[config.mk]
export PLATFORM = sky130hd
export DESIGN_NAME = uart_rx_flat
export DESIGN_NICKNAME = d
export VERILOG_FILES = /design/src/rtl/uart_rx_pkg.sv /design/src/rtl/uart_rx_if.sv /design/src/rtl/uart_rx_sync_2ff.sv /design/src/rtl/uart_rx.sv /design/src/flat_wrapper.sv
export SDC_FILE = /design/constraint.sdc
export NUM_CORES = 1
export LEC_CHECK = 0
export BUFFER_PORTS_ARGS = -buffer_cell sky130_fd_sc_hd__buf_2
export CAP_MARGIN = 40
export CORE_MARGIN = 2
export CORE_UTILIZATION = 45
export DETAILED_ROUTE_END_ITERATION = 6
export GPL_TIMING_DRIVEN = 0
export PLACE_DENSITY_LB_ADDON = 0.2
export SETUP_SLACK_MARGIN = 0.1
export SLEW_MARGIN = 40
export SYNTH_ARGS = -nofsm -noshare
export SYNTH_HDL_FRONTEND = slang
export SYNTH_HIERARCHICAL = 1
export SYNTH_SLANG_ARGS = --single-unit
[constraint.sdc]
create_clock -name i_Clock -period 1.8 [get_ports i_Clock]
set_input_delay 0.36 -clock i_Clock [delete_from_list [all_inputs] [get_ports i_Clock]]
set_output_delay 0.36 -clock i_Clock [all_outputs]
set_load 0.03 [all_outputs]
[src/rtl/uart_rx_pkg.sv]
// uart_rx_pkg: shared definitions for the UART receiver slice.
//   state_t     - receiver FSM state encoding
//   DATA_BITS   - data bits per 8N1 frame
//   SYNC_STAGES - flops in the asynchronous-pin synchronizer
package uart_rx_pkg;

    typedef enum logic [2:0] {
        IDLE,
        START,
        DATA,
        STOP,
        WAIT_HIGH
    } state_t;

    localparam int unsigned DATA_BITS   = 8;
    localparam int unsigned SYNC_STAGES = 2;

endpackage

[src/rtl/uart_rx_if.sv]
// uart_rx_if: byte/valid output bundle of the UART receiver, consumed by the
// downstream FIFO control stage.
//   rx_dv        - one-cycle pulse, rx_byte holds a newly received byte
//   rx_byte      - last valid byte, held between pulses
//   rx_frame_err - one-cycle pulse, stop bit sampled low, frame discarded
// Modports: master = receiver side (drives), slave = consumer side.
interface uart_rx_if;

    logic       rx_dv;
    logic [7:0] rx_byte;
    logic       rx_frame_err;

    modport master (output rx_dv, output rx_byte, output rx_frame_err);
    modport slave  (input  rx_dv, input  rx_byte, input  rx_frame_err);

endinterface

[src/rtl/uart_rx_sync_2ff.sv]
// sync_2ff: flop-chain synchronizer for an asynchronous input pin.
//   clk       - destination clock
//   rst       - asynchronous active-high reset, chain loads RESET_VAL
//   d         - asynchronous input
//   q         - synchronized output (SYNC_STAGES cycles of latency)
module sync_2ff
    import uart_rx_pkg::*;
#(
    parameter logic RESET_VAL = 1'b0
) (
    input  logic clk,
    input  logic rst,
    input  logic d,
    output logic q
);

    logic [SYNC_STAGES-1:0] chain;

    always_ff @(posedge clk or posedge rst) begin
        if (rst) begin
            chain <= {SYNC_STAGES{RESET_VAL}};
        end else begin
            chain <= {chain[SYNC_STAGES-2:0], d};
        end
    end

    assign q = chain[SYNC_STAGES-1];

endmodule

[src/rtl/uart_rx.sv]
// uart_rx: 8N1 UART receiver. Recovers frames from the asynchronous serial
// line, delivers valid bytes with a one-cycle strobe, flags bad stop bits.
//   CLKS_PER_BIT - clock cycles per bit (4..65535)
//   i_Clock      - system clock, rising edge
//   i_Reset      - asynchronous active-high reset
//   i_Rx_Serial  - raw serial line, idle high
//   rx_out       - byte/valid/frame-error bundle (uart_rx_if.master)
module uart_rx
    import uart_rx_pkg::*;
#(
    parameter int unsigned CLKS_PER_BIT = 87
) (
    input  logic       i_Clock,
    input  logic       i_Reset,
    input  logic       i_Rx_Serial,
    uart_rx_if.master  rx_out
);

    localparam int unsigned CW = $clog2(CLKS_PER_BIT);
    localparam logic [CW-1:0] HALF_CNT = CW'((CLKS_PER_BIT - 1) / 2);
    localparam logic [CW-1:0] LAST_CNT = CW'(CLKS_PER_BIT - 1);
    localparam logic [2:0]    LAST_IDX = 3'(DATA_BITS - 1);

    logic          rx_s;
    state_t        state, state_n;
    logic [CW-1:0] count, count_n;
    logic [2:0]    idx, idx_n;
    logic [7:0]    shift, shift_n;
    logic [7:0]    byte_q, byte_n;
    logic          dv_q, dv_n;
    logic          err_q, err_n;

    // Line idles high, so the synchronizer resets to 1 to avoid a false start.
    sync_2ff #(.RESET_VAL(1'b1)) u_sync (
        .clk (i_Clock),
        .rst (i_Reset),
        .d   (i_Rx_Serial),
        .q   (rx_s)
    );

    always_ff @(posedge i_Clock or posedge i_Reset) begin
        if (i_Reset) begin
            state  <= IDLE;
            count  <= '0;
            idx    <= '0;
            shift  <= '0;
            byte_q <= '0;
            dv_q   <= 1'b0;
            err_q  <= 1'b0;
        end else begin
            state  <= state_n;
            count  <= count_n;
            idx    <= idx_n;
            shift  <= shift_n;
            byte_q <= byte_n;
            dv_q   <= dv_n;
            err_q  <= err_n;
        end
    end

    always_comb begin
        state_n = state;
        count_n = count;
        idx_n   = idx;
        shift_n = shift;
        byte_n  = byte_q;
        dv_n    = 1'b0;
        err_n   = 1'b0;

        case (state)
            IDLE: begin
                count_n = '0;
                if (!rx_s) begin
                    state_n = START;
                end
            end

            // Re-check the start bit near its middle; a high there was a glitch.
            START: begin
                if (count == HALF_CNT) begin
                    count_n = '0;
                    if (!rx_s) begin
                        idx_n   = '0;
                        state_n = DATA;
                    end else begin
                        state_n = IDLE;
                    end
                end else begin
                    count_n = count + 1'b1;
                end
            end

            DATA: begin
                if (count == LAST_CNT) begin
                    count_n      = '0;
                    shift_n[idx] = rx_s;
                    if (idx == LAST_IDX) begin
                        state_n = STOP;
                    end else begin
                        idx_n = idx + 3'd1;
                    end
                end else begin
                    count_n = count + 1'b1;
                end
            end

            // Returning to IDLE mid-stop-bit lets a back-to-back start bit be seen.
            STOP: begin
                if (count == LAST_CNT) begin
                    count_n = '0;
                    if (rx_s) begin
                        byte_n  = shift;
                        dv_n    = 1'b1;
                        state_n = IDLE;
                    end else begin
                        err_n   = 1'b1;
                        state_n = WAIT_HIGH;
                    end
                end else begin
                    count_n = count + 1'b1;
                end
            end

            // Held-low line (break) must not be decoded as further frames.
            WAIT_HIGH: begin
                if (rx_s) begin
                    state_n = IDLE;
                end
            end

            default: begin
                state_n = IDLE;
            end
        endcase
    end

    assign rx_out.rx_dv        = dv_q;
    assign rx_out.rx_byte      = byte_q;
    assign rx_out.rx_frame_err = err_q;

endmodule
[src/flat_wrapper.sv]
// flat-port wrapper written by rule: the top's interface ports become plain ports
module uart_rx_flat import uart_rx_pkg::*;
#(
    parameter int unsigned CLKS_PER_BIT = 87
)
  (i_Clock, i_Reset, i_Rx_Serial, rx_out_rx_dv, rx_out_rx_byte, rx_out_rx_frame_err);
  uart_rx_if rx_out_i ();
  input  logic i_Clock;
  input  logic i_Reset;
  input  logic i_Rx_Serial;
  output wire logic [$bits(rx_out_i.rx_dv)-1:0] rx_out_rx_dv;
  output wire logic [$bits(rx_out_i.rx_byte)-1:0] rx_out_rx_byte;
  output wire logic [$bits(rx_out_i.rx_frame_err)-1:0] rx_out_rx_frame_err;
  assign rx_out_rx_dv = rx_out_i.rx_dv;
  assign rx_out_rx_byte = rx_out_i.rx_byte;
  assign rx_out_rx_frame_err = rx_out_i.rx_frame_err;
  uart_rx #(.CLKS_PER_BIT(CLKS_PER_BIT)) u_core (.i_Clock(i_Clock), .i_Reset(i_Reset), .i_Rx_Serial(i_Rx_Serial), .rx_out(rx_out_i));
endmodule
==> flow_metrics.py <==
metrics = {
    "run_status": {
        "status": "finished with violations",
        "violations": "setup timing",
    },
    "critical_path": {
        "crit_fanout": 5,
        "worst-r2r-setup-slack_ns": -0.20,
        "slowest_delay_ns": 0.61,
        "timing.rr.end": "u_core/shift[0]$_DFFE_PP0P_",
        "critPathTopFamily": "simple AND/OR/NAND/NOR gates",
        "cp-end-kind": "flip-flop",
        "worst_ep_arrival_time_ns": 2.23,
        "r2r_start": "u_core/count[0]$_DFFE_PP0P_",
        "critPathKind": "reg -> reg",
        "startpoint_type": "flip-flop",
        "critPathRequiredTime_ns": 2.04,
        "path_buf_inv": 1,
        "crit_slowest_cell": "or4b_4",
        "cp_cell_sequence": "inv_1, ha_2, nand2_4, or4b_4, nor4_2, mux2_2",
        "rr_worst_depth": 6,
    },
    "yosys": {
        "synth-xor-area-share": 0.02217,
        "syn_nets": 142,
        "yosys_warnings": 6,
        "syn_area_um2": 1580,
        "synthCells": 135,
        "synth-adder-area-share": 0.03167,
        "synth_compound_area_frac": 0.06413,
        "synth_top_family_by_area": "simple AND/OR/NAND/NOR gates",
        "ys_ff_latch": 33,
        "synth-simple-area-share": 0.1987,
        "yosys.cell_types.count": 39,
        "avgSynthCellArea_um2": 11.71,
        "synth_seq_area_share": 0.5241,
        "muxShareOfSynthArea": 0.1211,
    },
    "final_layout": {
        "final_common_cell": "dfrtp_1",
        "final_util": 0.5618,
        "layout_common_cells": "dfrtp_1, mux2_2, buf_2, nand2_1, nor2_1",
        "diodes": 0,
        "syn2layout_area_growth_pct": 19.56,
        "fin_nets": 165,
        "stdcell_area_um2": 1889,
        "fillers": 306,
        "drive_gt1_frac": 0.3899,
    },
    "grt": {
        "grt_pass1_wl_um": 5106,
        "antenna_found_initial": 0,
        "overflow": 0,
        "grt_usage": 0.1671,
        "grt_max_degree": 32,
        "grt_pass1_vias": 1082,
    },
    "timing": {
        "setup_ws_ns": -0.1973,
        "rsz0062_at_grt": "true",
        "finalMaxSlewViolations": 0,
        "final-hold-violation-count": 0,
        "tightestPinTransition_ns": 0.6435,
        "setup_viol": 15,
        "min_period_over_period": 1.110,
        "clock.fmax_mhz": 500.7,
        "fin_setup_tns_ns": -1.209,
        "relSlewSlack": 0.5704,
        "period_needed_ns": 1.997,
        "fin_skew_ns": 0.008583,
    },
    "place": {
        "placed_cell_area_um2": 1698,
        "gp_congestion": 0.8740,
        "io_buffers": 12,
        "dp_hpwl_um": 1910,
    },
    "drt": {
        "ant_nets": 0,
        "drcViolationCount": 0,
        "highest_layer": "met4",
        "first_pass_iters": 4,
        "dr_wl_met2_um": 1417,
        "post_drt_wl_per_cell_um": 14.62,
        "routed_wl_um": 2998,
        "met3_length_um": 117,
        "dr_total_vias": 1133,
        "m1WireLength_um": 1406,
        "first_iter_violations": 15,
        "viasPerCell": 5.527,
    },
    "floorplan": {
        "die_w_um": 63.26,
        "rows": 21,
        "initial_core_util": 0.4699,
        "io_pins": 13,
        "core_um2": 3363,
        "die_area_um2": 4002,
        "die_h_um": 63.26,
    },
    "clock_network": {
        "clkSlewWorstSetupHoldPaths_ns": 0.10,
        "clk_latency_ns": 0.34,
        "cts_tree": "done",
        "cts_inserted_buffers": 5,
        "cts.path.max_buffers": 2,
        "cts_sinks": 33,
        "cts_htree_levels": 2,
        "cts_hold_buf": 0,
        "cts_root_buf": "clkbuf_4",
    },
    "power": {
        "irDropWorstVdd_mv": 0.8205,
        "p_leak_nw": 0.8714,
        "power_density_nw_per_um2": 764.8,
    },
    "hold_path": {
        "hold_class": "in -> async",
    },
    "job": {
        "maxCapViolCount": 0,
    },
}
where the power goes:
| part | switching, mW | internal, mW |
|---|---|---|
| registers | 0.0160 | 0.757 |
| clock network | 0.249 | 0.332 |
| logic | 0.0560 | 0.0359 |
state kept, by name (all words and copies together) (netlist names):
register and flops:
u_core/idx 3, u_core/shift 8, u_core/rx_out.rx_byte 8, u_core/count 7, u_core/rx_out.rx_frame_err 1, u_core/rx_out.rx_dv 1, u_core/state 3, u_core/u_sync/chain 2
what timing repair did:
action,in CTS,in global routing
cloned,1,0
endpoints found under the setup margin,24,29
pin swaps,4,2
resized for setup,7,10
buffers inserted,3,0
cell usage after synthesis:
cell type / n / area share
dfrtp_1: 31 / 0.49
mux2_2: 16 / 0.11
nand2_1: 12 / 0.029
nor2_1: 10 / 0.024
nor3_1: 6 / 0.019
inv_1: 5 / 0.012
ha_1: 4 / 0.032
buf_1: 3 / 0.0071
clkbuf_1: 3 / 0.0071
nand4b_1: 3 / 0.017
o21ai_0: 3 / 0.0095
xnor2_1: 3 / 0.017
a21oi_1: 2 / 0.0063
a22o_1: 2 / 0.011
dfstp_2: 2 / 0.033
nand3_1: 2 / 0.0063
nand4_1: 2 / 0.0079
nor2b_1: 2 / 0.0079
nor4b_1: 2 / 0.011
nor4b_2: 2 / 0.019
or2_2: 2 / 0.0079
a221o_1: 1 / 0.0063
a311oi_1: 1 / 0.0055
a31oi_1: 1 / 0.0040
buf_4: 1 / 0.0048
buf_6: 1 / 0.0071
mux2_1: 1 / 0.0071
nand2b_1: 1 / 0.0040
nand4bb_4: 1 / 0.017
nor3b_1: 1 / 0.0048
nor4_1: 1 / 0.0040
nor4_2: 1 / 0.0079
o211ai_1: 1 / 0.0048
o21a_1: 1 / 0.0048
o221a_2: 1 / 0.0071
o31ai_1: 1 / 0.0048
or3_1: 1 / 0.0040
or4b_4: 1 / 0.0087
xor2_1: 1 / 0.0055
worst register-to-register path: stages, from the launching register on:
cell and delay (ns):
dfrtp_1 0.39, inv_1 0.06, ha_2 0.19, nand2_4 0.07
or4b_4 0.61, nor4_2 0.22, mux2_2 0.37
logic make-up after synthesis:
logic type               Yosys count
AO/OA/AOI/OAI                     14
XOR/XNOR                           4
adder cells (fa/ha/maj)            4
buffers and inverters             13
flip-flops                        33
multiplexers                      17
AND/OR/NAND/NOR                   50
routing by layer:
layer  global-route usage  vias up
met4              0.07609        0
met2               0.2580       29
met3              0.05000        6
li1                     -      525
met5                    0        -
met1               0.2170      573
through the flow:
step / setup WS [ns] / std cells / hold slack, ns / total power [mW]
after floorplan: -0.1634 / 135 / 0.2715 / 0.8439
after global placement: -0.2572 / 193 / 0.3479 / 0.8611
final: -0.1973 / 205 / 0.04521 / 1.445
after detailed placement: -0.2855 / 193 / 0.3491 / 0.8664
after global routing: -0.2791 / 205 / 0.05575 / 1.513
after CTS: -0.2077 / 205 / 0.03593 / 1.454
layout make-up:
type / count / area, um2 / share of cell area
sequential: 33 / 828.3 / 0.4384
multi-input combinational: 90 / 775.7 / 0.4106
timing repair buffer: 15 / 82.58 / 0.04371
tap: 46 / 57.56 / 0.03046
clock buffer: 7 / 55.05 / 0.02914
buffer: 8 / 41.29 / 0.02185
clock inverter: 1 / 30.03 / 0.01589
inverter: 5 / 18.77 / 0.009934
worst max path at each step:
stage / start / endpoint / slack (ns) / cells after the start
final: u_core/count[0]$_DFFE_PP0P_ / u_core/shift[0]$_DFFE_PP0P_ / -0.20 / 6
after CTS: u_core/count[3]$_DFFE_PP0P_ / u_core/shift[4]$_DFFE_PP0P_ / -0.21 / 5
after global placement: u_core/count[0]$_DFFE_PP0P_ / u_core/shift[4]$_DFFE_PP0P_ / -0.26 / 6
after floorplan: u_core/count[3]$_DFFE_PP0P_ / u_core/shift[4]$_DFFE_PP0P_ / -0.16 / 5
after global routing: u_core/count[0]$_DFFE_PP0P_ / u_core/shift[1]$_DFFE_PP0P_ / -0.28 / 6
after detailed placement: u_core/count[0]$_DFFE_PP0P_ / u_core/shift[4]$_DFFE_PP0P_ / -0.29 / 6
Note: power is estimated with default switching activity, not from simulation.
